$ cat config.mk
export PLATFORM = sky130hd
export DESIGN_NAME = fp_mul_core_flat
export DESIGN_NICKNAME = d
export VERILOG_FILES = /design/src/rtl/fp_mul_core_pkg.sv /design/src/rtl/fp_mul_core_if.sv /design/src/rtl/fp_mul_core_norm_round.sv /design/src/rtl/fp_mul_core.sv /design/src/flat_wrapper.sv
export SDC_FILE = /design/constraint.sdc
export NUM_CORES = 1
export LEC_CHECK = 0
export ABC_AREA = 1
export CORE_UTILIZATION = 54
export DETAILED_ROUTE_END_ITERATION = 10
export PLACE_DENSITY = 0.74
export SLEW_MARGIN = 20
export SYNTH_ARGS = -nofsm -noshare
export SYNTH_HDL_FRONTEND = slang
export SYNTH_SLANG_ARGS = --single-unit
$ cat constraint.sdc
create_clock -name clk -period 4.6 [get_ports clk]
set_clock_uncertainty 0.05 [all_clocks]
set_input_delay 0.92 -clock clk [delete_from_list [all_inputs] [get_ports clk]]
set_output_delay 0.92 -clock clk [all_outputs]
set_load 0.005 [all_outputs]
$ cat src/rtl/fp_mul_core_pkg.sv
// Shared types and constants for the single-precision multiply stage.
// Imported by the interface, the core and the normalise/round helper.
package fp_mul_core_pkg;

  typedef enum logic [1:0] {
    IDLE = 2'd0,
    MUL  = 2'd1,
    NORM = 2'd2,
    DONE = 2'd3
  } state_t;

  localparam int          MANT_W       = 24;
  localparam int          PROD_W       = 48;
  localparam int          DEFAULT_BIAS = 127;
  localparam logic [31:0] DEFAULT_QNAN = 32'h7FC00000;
  localparam logic [7:0]  EXP_MAX      = 8'hFF;

  function automatic logic is_nan_field(input logic [7:0] e, input logic [22:0] f);
    return (e == EXP_MAX) && (f != '0);
  endfunction

endpackage

$ cat src/rtl/fp_mul_core_if.sv
// Operand/result handshake bundle between the field-split stage, the multiplier
// and its consumer. The core takes the slave view.
interface fp_mul_core_if;
  import fp_mul_core_pkg::*;

  logic                in_valid;
  logic                in_ready;
  logic                a_s;
  logic                b_s;
  logic [7:0]          a_e;
  logic [7:0]          b_e;
  logic [MANT_W-1:0]   a_m;
  logic [MANT_W-1:0]   b_m;
  logic                out_valid;
  logic                out_ready;
  logic [31:0]         result;
  logic                overflow;
  logic                underflow;

  modport master (
    output in_valid, a_s, b_s, a_e, b_e, a_m, b_m, out_ready,
    input  in_ready, out_valid, result, overflow, underflow
  );

  modport slave (
    input  in_valid, a_s, b_s, a_e, b_e, a_m, b_m, out_ready,
    output in_ready, out_valid, result, overflow, underflow
  );

endinterface

$ cat src/rtl/fp_mul_core_norm_round.sv
// Combinational normalise, round-to-nearest-even and pack of a 48-bit mantissa
// product, with saturation to infinity and flush to zero at the exponent limits.
module fp_norm_round
  import fp_mul_core_pkg::*;
(
  input  logic [PROD_W-1:0] p,
  input  logic signed [9:0] e,
  input  logic              sign,
  output logic [31:0]       result,
  output logic              overflow,
  output logic              underflow
);

  logic [22:0]       mant;
  logic              guard;
  logic              sticky;
  logic              round_up;
  logic [23:0]       mant_rnd;
  logic signed [9:0] e_norm;
  logic signed [9:0] e_fin;

  always_comb begin
    mant      = p[45:23];
    guard     = p[22];
    sticky    = |p[21:0];
    e_norm    = e;
    overflow  = 1'b0;
    underflow = 1'b0;
    if (p[47]) begin
      mant   = p[46:24];
      guard  = p[23];
      sticky = |p[22:0];
      e_norm = e + 10'sd1;
    end
    round_up = guard & (sticky | mant[0]);
    // A rounding carry leaves the fraction at zero and bumps the exponent.
    mant_rnd = {1'b0, mant} + {23'b0, round_up};
    e_fin    = mant_rnd[23] ? e_norm + 10'sd1 : e_norm;
    result   = {sign, e_fin[7:0], mant_rnd[22:0]};
    if (e_fin >= 10'sd255) begin
      result   = {sign, EXP_MAX, 23'b0};
      overflow = 1'b1;
    end else if (e_fin <= 10'sd0) begin
      result    = {sign, 31'b0};
      underflow = 1'b1;
    end
  end

endmodule

$ cat src/rtl/fp_mul_core.sv
// Iterative shift-add IEEE-754 single-precision multiplier with valid/ready on both
// sides; fixed latency for every operand class, denormals flushed to zero.
module fp_mul_core
  import fp_mul_core_pkg::*;
#(
  parameter int          BITS_PER_CYCLE = 1,
  parameter int          BIAS           = DEFAULT_BIAS,
  parameter logic [31:0] QNAN           = DEFAULT_QNAN
) (
  input  logic         clk,
  input  logic         rst_n,
  fp_mul_core_if.slave bus
);

  localparam int         STEPS = MANT_W / BITS_PER_CYCLE;
  localparam logic [4:0] LAST  = 5'(STEPS - 1);

  state_t              state;
  state_t              state_nxt;
  logic                accept;
  logic [PROD_W-1:0]   mcand;
  logic [PROD_W-1:0]   prod;
  logic [PROD_W-1:0]   partial;
  logic [MANT_W-1:0]   mplier;
  logic [4:0]          counter;
  logic                sign_r;
  logic [7:0]          a_e_r;
  logic [7:0]          b_e_r;
  logic [22:0]         a_f_r;
  logic [22:0]         b_f_r;
  logic signed [9:0]   e_sum;
  logic                a_inf;
  logic                b_inf;
  logic                a_zero;
  logic                b_zero;
  logic [31:0]         nr_result;
  logic                nr_ovf;
  logic                nr_unf;
  logic [31:0]         result_d;
  logic                ovf_d;
  logic                unf_d;
  logic [31:0]         result_q;
  logic                ovf_q;
  logic                unf_q;

  assign bus.in_ready  = (state == IDLE) || ((state == DONE) && bus.out_ready);
  assign bus.out_valid = (state == DONE);
  assign bus.result    = result_q;
  assign bus.overflow  = ovf_q;
  assign bus.underflow = unf_q;
  assign accept        = bus.in_valid && bus.in_ready;

  always_ff @(posedge clk or negedge rst_n) begin
    if (!rst_n) state <= IDLE;
    else        state <= state_nxt;
  end

  always_comb begin
    state_nxt = state;
    case (state)
      IDLE: if (accept) state_nxt = MUL;
      MUL:  if (counter == LAST) state_nxt = NORM;
      NORM: state_nxt = DONE;
      DONE: if (bus.out_ready) state_nxt = bus.in_valid ? MUL : IDLE;
      default: state_nxt = IDLE;
    endcase
  end

  // Multiplicand walks left and multiplier walks right so each step sees its bits at [0].
  always_comb begin
    partial = '0;
    for (int j = 0; j < BITS_PER_CYCLE; j++) begin
      if (mplier[j]) partial = partial + (mcand << j);
    end
  end

  always_ff @(posedge clk or negedge rst_n) begin
    if (!rst_n) begin
      mcand    <= '0;
      mplier   <= '0;
      prod     <= '0;
      counter  <= '0;
      sign_r   <= 1'b0;
      a_e_r    <= '0;
      b_e_r    <= '0;
      a_f_r    <= '0;
      b_f_r    <= '0;
      result_q <= '0;
      ovf_q    <= 1'b0;
      unf_q    <= 1'b0;
    end else if (accept) begin
      mcand   <= {24'b0, bus.a_m};
      mplier  <= bus.b_m;
      prod    <= '0;
      counter <= '0;
      sign_r  <= bus.a_s ^ bus.b_s;
      a_e_r   <= bus.a_e;
      b_e_r   <= bus.b_e;
      a_f_r   <= bus.a_m[22:0];
      b_f_r   <= bus.b_m[22:0];
    end else if (state == MUL) begin
      prod    <= prod + partial;
      mcand   <= mcand << BITS_PER_CYCLE;
      mplier  <= mplier >> BITS_PER_CYCLE;
      counter <= counter + 5'd1;
    end else if (state == NORM) begin
      result_q <= result_d;
      ovf_q    <= ovf_d;
      unf_q    <= unf_d;
    end
  end

  assign e_sum  = $signed({2'b00, a_e_r} + {2'b00, b_e_r} - 10'(BIAS));
  assign a_inf  = (a_e_r == EXP_MAX) && (a_f_r == '0);
  assign b_inf  = (b_e_r == EXP_MAX) && (b_f_r == '0);
  assign a_zero = (a_e_r == 8'h00);
  assign b_zero = (b_e_r == 8'h00);

  fp_norm_round u_norm_round (
    .p         (prod),
    .e         (e_sum),
    .sign      (sign_r),
    .result    (nr_result),
    .overflow  (nr_ovf),
    .underflow (nr_unf)
  );

  // Special operands override the arithmetic path and never raise the flags.
  always_comb begin
    result_d = nr_result;
    ovf_d    = nr_ovf;
    unf_d    = nr_unf;
    if (is_nan_field(a_e_r, a_f_r) || is_nan_field(b_e_r, b_f_r) ||
        (a_inf && b_zero) || (b_inf && a_zero)) begin
      result_d = QNAN;
      ovf_d    = 1'b0;
      unf_d    = 1'b0;
    end else if ((a_e_r == EXP_MAX) || (b_e_r == EXP_MAX)) begin
      result_d = {sign_r, EXP_MAX, 23'b0};
      ovf_d    = 1'b0;
      unf_d    = 1'b0;
    end else if (a_zero || b_zero) begin
      result_d = {sign_r, 31'b0};
      ovf_d    = 1'b0;
      unf_d    = 1'b0;
    end
  end

endmodule
$ cat src/flat_wrapper.sv
// flat-port wrapper written by rule: the top's interface ports become plain ports
module fp_mul_core_flat import fp_mul_core_pkg::*;
#(
  parameter int          BITS_PER_CYCLE = 1,
  parameter int          BIAS           = DEFAULT_BIAS,
  parameter logic [31:0] QNAN           = DEFAULT_QNAN
)
  (clk, rst_n, bus_in_valid, bus_a_s, bus_b_s, bus_a_e, bus_b_e, bus_a_m, bus_b_m, bus_out_ready, bus_in_ready, bus_out_valid, bus_result, bus_overflow, bus_underflow);
  fp_mul_core_if bus_i ();
  input  logic clk;
  input  logic rst_n;
  input wire logic [$bits(bus_i.in_valid)-1:0] bus_in_valid;
  input wire logic [$bits(bus_i.a_s)-1:0] bus_a_s;
  input wire logic [$bits(bus_i.b_s)-1:0] bus_b_s;
  input wire logic [$bits(bus_i.a_e)-1:0] bus_a_e;
  input wire logic [$bits(bus_i.b_e)-1:0] bus_b_e;
  input wire logic [$bits(bus_i.a_m)-1:0] bus_a_m;
  input wire logic [$bits(bus_i.b_m)-1:0] bus_b_m;
  input wire logic [$bits(bus_i.out_ready)-1:0] bus_out_ready;
  output wire logic [$bits(bus_i.in_ready)-1:0] bus_in_ready;
  output wire logic [$bits(bus_i.out_valid)-1:0] bus_out_valid;
  output wire logic [$bits(bus_i.result)-1:0] bus_result;
  output wire logic [$bits(bus_i.overflow)-1:0] bus_overflow;
  output wire logic [$bits(bus_i.underflow)-1:0] bus_underflow;
  assign bus_i.in_valid = bus_in_valid;
  assign bus_i.a_s = bus_a_s;
  assign bus_i.b_s = bus_b_s;
  assign bus_i.a_e = bus_a_e;
  assign bus_i.b_e = bus_b_e;
  assign bus_i.a_m = bus_a_m;
  assign bus_i.b_m = bus_b_m;
  assign bus_i.out_ready = bus_out_ready;
  assign bus_in_ready = bus_i.in_ready;
  assign bus_out_valid = bus_i.out_valid;
  assign bus_result = bus_i.result;
  assign bus_overflow = bus_i.overflow;
  assign bus_underflow = bus_i.underflow;
  fp_mul_core #(.BITS_PER_CYCLE(BITS_PER_CYCLE), .BIAS(BIAS), .QNAN(QNAN)) u_core (.clk(clk), .rst_n(rst_n), .bus(bus_i));
endmodule
After elaboration in Yosys (flattened, before gate mapping)
Cells that the tools add are included.

Bits of input ports: 70. Output and inout bits: 36. Word-level logic and storage cells: 95. Register bits: 224.

Reduce and logical (&&, ||, !) cells: 26. Add/sub/neg operators: 7. $lt $le $gt $ge: 2. Bitwise logic cells: 5. Equal/unequal tests: 9. Mux-type cells: 33.

Operators with widths (number): $mux W48 (5); $mux W31 (4); $add A48 B48 Y48 (1); $mux W24 (2); $logic_not A23 Y1 (2); $reduce_bool A23 Y1 (2); $mux W32 (1); $add A23 B1 Y24 (1); $mux W23 (1); $reduce_or A23 Y1 (1); $reduce_or A22 Y1 (1); $add A10 B2 Y10 const B (2); $mux W10 (2); $eq A8 B8 Y1 const B (2); $logic_not A8 Y1 (2); $mux W1 (12); $ge A10 B9 Y1 const B (1); $le A10 B1 Y1 const B (1); $mux W5 (2); $sub A10 B7 Y10 const B (1); $add A8 B8 Y9 (1); $logic_and A1 B1 Y1 (8); $pmux W2 S4 (1); $logic_or A1 B1 Y1 (6); other kinds (14) (20).

Logic depth before layout (Yosys ltp)
Word-level depth: 12. Gate-level depth with buffers: 27. Mapped depth without buffers: 27.

Hierarchy
From an unflattened synthesis, not the netlist that was laid out.

Cells, all modules: 2450. Area, all modules: 16054.1 um^2.

Modules (own cells, without submodules): fp_mul_core (seq. area each 5605.4 um^2, cells each 2021, times used 1, area an instance 14023.4 um^2); fp_norm_round (seq. area each 0.0 um^2, cells each 429, times used 1, area an instance 2030.7 um^2).

Least setup slack after synthesis
OpenSTA, ideal clock, no wires.

Path kind: reg-to-reg. Start point: reg u_core.b_e_r[0]. End point: reg u_core.result_q[15] (netlist: u_core.bus.result[15]). Stages on the path, launching flop included: 23. Library setup time: 118 ps. Path buffers: 1. Arrival time: 3136 ps. Required time: 4432 ps. Path slack: 1296 ps. Clock period less this slack: 3304 ps. Cell sequence: dfrtp_1 -> ha_1 -> inv_1 -> fa_1 -> inv_1 -> ha_1 -> inv_1 -> o21ai_0 -> ha_1 -> inv_1 -> nor2_1 -> nand3_1 -> nor2_1 -> nand2_1 -> nor2_1 -> nand2_1 -> nand2_1 -> clkinv_1 -> nand2_2 -> nand2_4 -> buf_2 -> nand4_1 -> nand2_1.

Longest elaborated chain between the ends: 12. Elaborated cells on any way between the ends: 24. Classes of those cells: add/sub: 4; order compare: 2; eq/ne: 1; mux: 7; reduce/logical: 10.

Ends and longest elaborated chain: start: declaration (line fp_mul_core.sv:28) `logic [7:0] b_e_r;`; start signal: assignment (line fp_mul_core.sv:98) `b_e_r <= bus.b_e;`; $add A8 B8 Y9 (line fp_mul_core.sv:113) `assign e_sum = $signed({2'b00, a_e_r} + {2'b00, b_e_r} - 10'(BIAS));`; $sub A10 B7 Y10 (line fp_mul_core.sv:113); $add A10 B2 Y10 (line fp_mul_core_norm_round.sv:33) `e_norm = e + 10'sd1;`; $mux W10 (line fp_mul_core_norm_round.sv:29) `if (p[47]) begin`; $add A10 B2 Y10 (line fp_mul_core_norm_round.sv:38) `e_fin = mant_rnd[23] ? e_norm + 10'sd1 : e_norm;`; $mux W10 (line fp_mul_core_norm_round.sv:38); $le A10 B1 Y1 (line fp_mul_core_norm_round.sv:43) `end else if (e_fin <= 10'sd0) begin`; $mux W31 (line fp_mul_core_norm_round.sv:43); $mux W31 (line fp_mul_core_norm_round.sv:40) `if (e_fin >= 10'sd255) begin`; $mux W31 (line fp_mul_core.sv:142) `end else if (a_zero || b_zero) begin`; $mux W31 (line fp_mul_core.sv:138) `end else if ((a_e_r == EXP_MAX) || (b_e_r == EXP_MAX)) begin`; $mux W32 (*) (line fp_mul_core.sv:133) `if (is_nan_field(a_e_r, a_f_r) || is_nan_field(b_e_r, b_f_r) ||`; end signal: assignment (line fp_mul_core.sv:107) `result_q <= result_d;`; end: declaration (line fp_mul_core.sv:42) `logic [31:0] result_q;`.

Every way passes the cells marked *; elsewhere a longest branch is shown, timed or not. A chain may end at the register's enable or synchronous reset.

Worst setup path after layout
Start point: reg u_core.b_e_r[0]. End point: reg u_core.result_q[3] (netlist: u_core.bus.result[3]).

Same word-level chain as after synthesis.

==> results.yml <==
outcome:
  status: "completed"
clock_network:
  htreeDepth: 1
  clock_net_sink_count: 224
  cts_hold_buffers: 0
  cts.root.buffer_cell: "sky130_fd_sc_hd__clkbuf_16"
  clock_insertion_delay_worst_skew_ns: 0.55
  postCtsSetupRepairBufs: 0
  cts_inserted_buffers: 27
  clkSlewWorstSetupHoldPaths_ns: 0.06
  cts_repair_resize_count: 0
  cts_tree: "yes"
  cts-root-to-sink-buffers: 3
floorplan:
  die-area_mm2: 0.0270
  die_y_um: 164
  std_cell_rows: 59
  die_width_um: 164
  initial_core_util_pct: 54.7
  boundaryPins: 106
  floorplan.core_area_mm2: 0.0260
detailed_routing:
  drt_first_pass_iters: 5
  post-route-drc-count: 0
  vias: 13200
  routed_via_density: 5.38
  drt_wl_total_um: 36100
  wl_per_cell_um: 14.7
  antenna_violating_nets_post_route: 0
  drtIter0Drc: 918
critical_path:
  end_kind: "flip-flop"
  r2r-end: "u_core.bus.result[3]$_DFFE_PN0P_"
  rr_worst_depth: 24
  critPathMaxFanout: 18
  cp_data_arrival_time_ns: 4.15
  cp.required_ns: 4.98
  setup.worst_path.start_class: "flip-flop"
  crit_type: "flip-flop to flip-flop"
  reg_to_reg_slack_setup_ns: 0.83
  worst_r2r_startpoint: "u_core.b_e_r[0]$_DFFE_PN0P_"
finish:
  drive_above_1_share_pct: 4.61
  synthToLayoutAreaGrowth_pct: 16.2
  filler_cell_count: 2456
  area_of_all_sequential_standard_cells_mm2: 0.00561
  multiInputGateArea_mm2: 0.00703
  final_nets: 2245
  final_common_cell: "sky130_fd_sc_hd__nand2_1"
  layout_common_cells: "550 x sky130_fd_sc_hd__nand2_1, 348 x sky130_fd_sc_hd__inv_1, 224 x sky130_fd_sc_hd__dfrtp_1"
power:
  peakVddDrop_uv: 468
  power.combinational.fraction_pct: 52.0
  cellLeakagePower_nw: 8.48
  pwr-share-seq_pct: 28.4
  swShare_pct: 45.7
  clkPwrFrac_pct: 19.6
  internal_power_mw: 5.98
  switching_power_mw: 5.02
  power-per-cell-area_mw_per_mm2: 666
logic_synthesis:
  postSynthRegisterBits: 224
  post_synth_num_cell_types: 51
  synth_enable_flop_cells: 0
  synth_nets: 2151
  yosys_warnings: 0
  netlist_area_mm2: 0.0142
  netlist_top_cells_area: "sky130_fd_sc_hd__dfrtp_1 39%, sky130_fd_sc_hd__nand2_1 15%, sky130_fd_sc_hd__inv_1 9.2%"
  postSynth.topFlopCell: "sky130_fd_sc_hd__dfrtp_1"
  yosysTopAreaCell: "sky130_fd_sc_hd__dfrtp_1"
  post-synth-top-area-fraction_pct: 39.4
  cell_count_after_synthesis: 2014
  synth-seq-area-share_pct: 39.4
  share_of_flip_flops_with_an_asynchronous_set_or_reset_pct: 100
  post_synth.cell_area_avg_um2: 7.06
place:
  place_congestion: 0.933
  port_buffers: 105
  detailedPlacementHpwl_um: 26800
sta:
  post-route-min-period_ns: 3.77
  final.setup.tns_ns: 0
  setup_viol: 0
  max_slew_margin_pct: 41.1
  tightestPinTransition_ns: 0.883
  grt_setup_unrepaired: "false"
  layout_worst_path_cycle_share_pct: 82.0
  hold_viol: 0
  finalMaxSlewViolations: 0
  max_clock_freq_mhz: 265
  timing.hold.ws_ns: 0.397
flow_run:
  max_cap_viol_count: 0
global_route:
  number_of_antenna_violations_at_the_first_check_in_global_routing: 1
  wire_length_of_the_first_global_routing_pass_um: 60200
  gr-total-overflow: 0
  grt_util_all_layers_pct: 27.6
  grt_start_max_net_pins: 111
  grt_pass1_vias: 12600
hold_path:
  hold_path_class: "input port to async pin"
-- metal layers --
layer / share of wire (%) / vias up / track usage (%) / wire length [um]
met5: 0 / - / 0.758 / 0
met4: 2.4 / 0 / 7.32 / 854
met3: 4.1 / 59 / 3.21 / 1500
met2: 47 / 302 / 46.5 / 17100
met1: 46 / 6148 / 37.5 / 16700
li1: - / 6728 / - / -
-- layout make-up --
cell class | count | share of cell area, %
Multi-Input combinational cell | 1375 | 42.6
Sequential cell | 224 | 33.9
Inverter | 359 | 8.19
Timing Repair Buffer | 121 | 7.34
Clock buffer | 39 | 4.66
Tap cell | 335 | 2.54
Clock inverter | 7 | 0.772
Antenna cell | 1 | 0.0151
-- cells in the mapped netlist (12+ instances only) --
library cell	number
sky130_fd_sc_hd__dfrtp_1	224
sky130_fd_sc_hd__ha_1	65
sky130_fd_sc_hd__nand2_1	551
sky130_fd_sc_hd__nor2_1	132
sky130_fd_sc_hd__o21ai_1	23
sky130_fd_sc_hd__o22ai_1	37
sky130_fd_sc_hd__nor4_1	22
sky130_fd_sc_hd__nand4_1	24
sky130_fd_sc_hd__or2_2	12
sky130_fd_sc_hd__o211ai_1	12
sky130_fd_sc_hd__inv_1	349
sky130_fd_sc_hd__o221ai_1	21
sky130_fd_sc_hd__o21ai_0	182
sky130_fd_sc_hd__a21oi_1	113
sky130_fd_sc_hd__nor3_1	16
sky130_fd_sc_hd__nand3_1	73
sky130_fd_sc_hd__a31oi_1	12
sky130_fd_sc_hd__clkbuf_1	44
-- worst max path at each step --
| stage | start | endpoint | slack (ns) |
|---|---|---|---|
| floorplan | u_core.b_e_r[0]$_DFFE_PN0P_ | u_core.bus.result[15]$_DFFE_PN0P_ | 1.30 |
| finish | u_core.b_e_r[0]$_DFFE_PN0P_ | u_core.bus.result[3]$_DFFE_PN0P_ | 0.83 |
| global placement | u_core.prod[47]$_DFFE_PN0P_ | u_core.bus.result[22]$_DFFE_PN0P_ | 0.98 |
| CTS | u_core.b_e_r[0]$_DFFE_PN0P_ | u_core.bus.result[3]$_DFFE_PN0P_ | 0.83 |
| detailed placement | u_core.b_e_r[0]$_DFFE_PN0P_ | u_core.bus.result[3]$_DFFE_PN0P_ | 0.85 |
| global route | u_core.b_e_r[0]$_DFFE_PN0P_ | u_core.bus.result[13]$_DFFE_PN0P_ | 0.42 |
-- cells by family after synthesis --
family / after synthesis / synth area share (%)
compound gates: 437 / 17.4
xor+xnor: 13 / 0.800
fa+ha+maj: 67 / 6.00
buf+inv: 415 / 11.2
flops: 224 / 39.4
simple gates: 858 / 25.2
-- critical path, stage by stage (launching register included) --
cell and delay (ns):
sky130_fd_sc_hd__dfrtp_1 0.40, sky130_fd_sc_hd__ha_1 0.24, sky130_fd_sc_hd__inv_1 0.07, sky130_fd_sc_hd__fa_1 0.44, sky130_fd_sc_hd__inv_1 0.10, sky130_fd_sc_hd__ha_1 0.17
sky130_fd_sc_hd__nand3_1 0.12, sky130_fd_sc_hd__inv_1 0.08, sky130_fd_sc_hd__nand3_1 0.09, sky130_fd_sc_hd__nor2_1 0.22, sky130_fd_sc_hd__nor2_1 0.10, sky130_fd_sc_hd__nand2_1 0.08
sky130_fd_sc_hd__nand2_1 0.11, sky130_fd_sc_hd__inv_1 0.09, sky130_fd_sc_hd__nand2_1 0.07, sky130_fd_sc_hd__nor2_1 0.15, sky130_fd_sc_hd__nand2_1 0.08, sky130_fd_sc_hd__nor2_1 0.09
sky130_fd_sc_hd__nand2_1 0.05, sky130_fd_sc_hd__nand2_1 0.09, sky130_fd_sc_hd__clkinv_1 0.11, sky130_fd_sc_hd__nand2_2 0.17, sky130_fd_sc_hd__nand2_4 0.17, sky130_fd_sc_hd__nand2_1 0.21
sky130_fd_sc_hd__o21ai_1 0.10
-- sequential cells by signal, indices dropped and copies added (netlist names) --
signal,count
u_core.mcand,48
u_core.prod,48
u_core.bus.result,32
u_core.mplier,24
u_core.a_f_r,23
u_core.b_f_r,23
u_core.a_e_r,8
u_core.b_e_r,8
u_core.counter,5
u_core.state,2
u_core.bus.overflow,1
u_core.bus.underflow,1
u_core.sign_r,1
-- metrics by stage --
| stage | cell area [um2] | instances | total power, mW | setup slack [ns] | utilization, % |
|---|---|---|---|---|---|
| 2_1_floorplan | 14200 | 2014 | 7.31 | 1.30 | - |
| 6_report | 16500 | 2461 | 11.0 | 0.829 | 63.6 |
| 4_1_cts | 16500 | 2460 | 11.0 | 0.834 | 63.6 |
| 3_3_place_gp | 15600 | 2414 | 8.66 | 0.981 | 60.1 |
| 3_5_place_dp | 15600 | 2414 | 8.82 | 0.852 | 60.1 |
| 5_1_grt | 16500 | 2460 | 12.1 | 0.419 | 63.6 |
-- power by group through the flow --
stage | clock network, mW | registers (mW) | logic (mW)
2_1_floorplan | 0 | 3.04 | 4.27
3_3_place_gp | 0 | 3.13 | 5.53
3_5_place_dp | 0 | 3.15 | 5.67
4_1_cts | 2.20 | 3.12 | 5.72
5_1_grt | 2.29 | 3.21 | 6.56
6_report | 2.16 | 3.13 | 5.72
(Power assumes the default switching activity.)
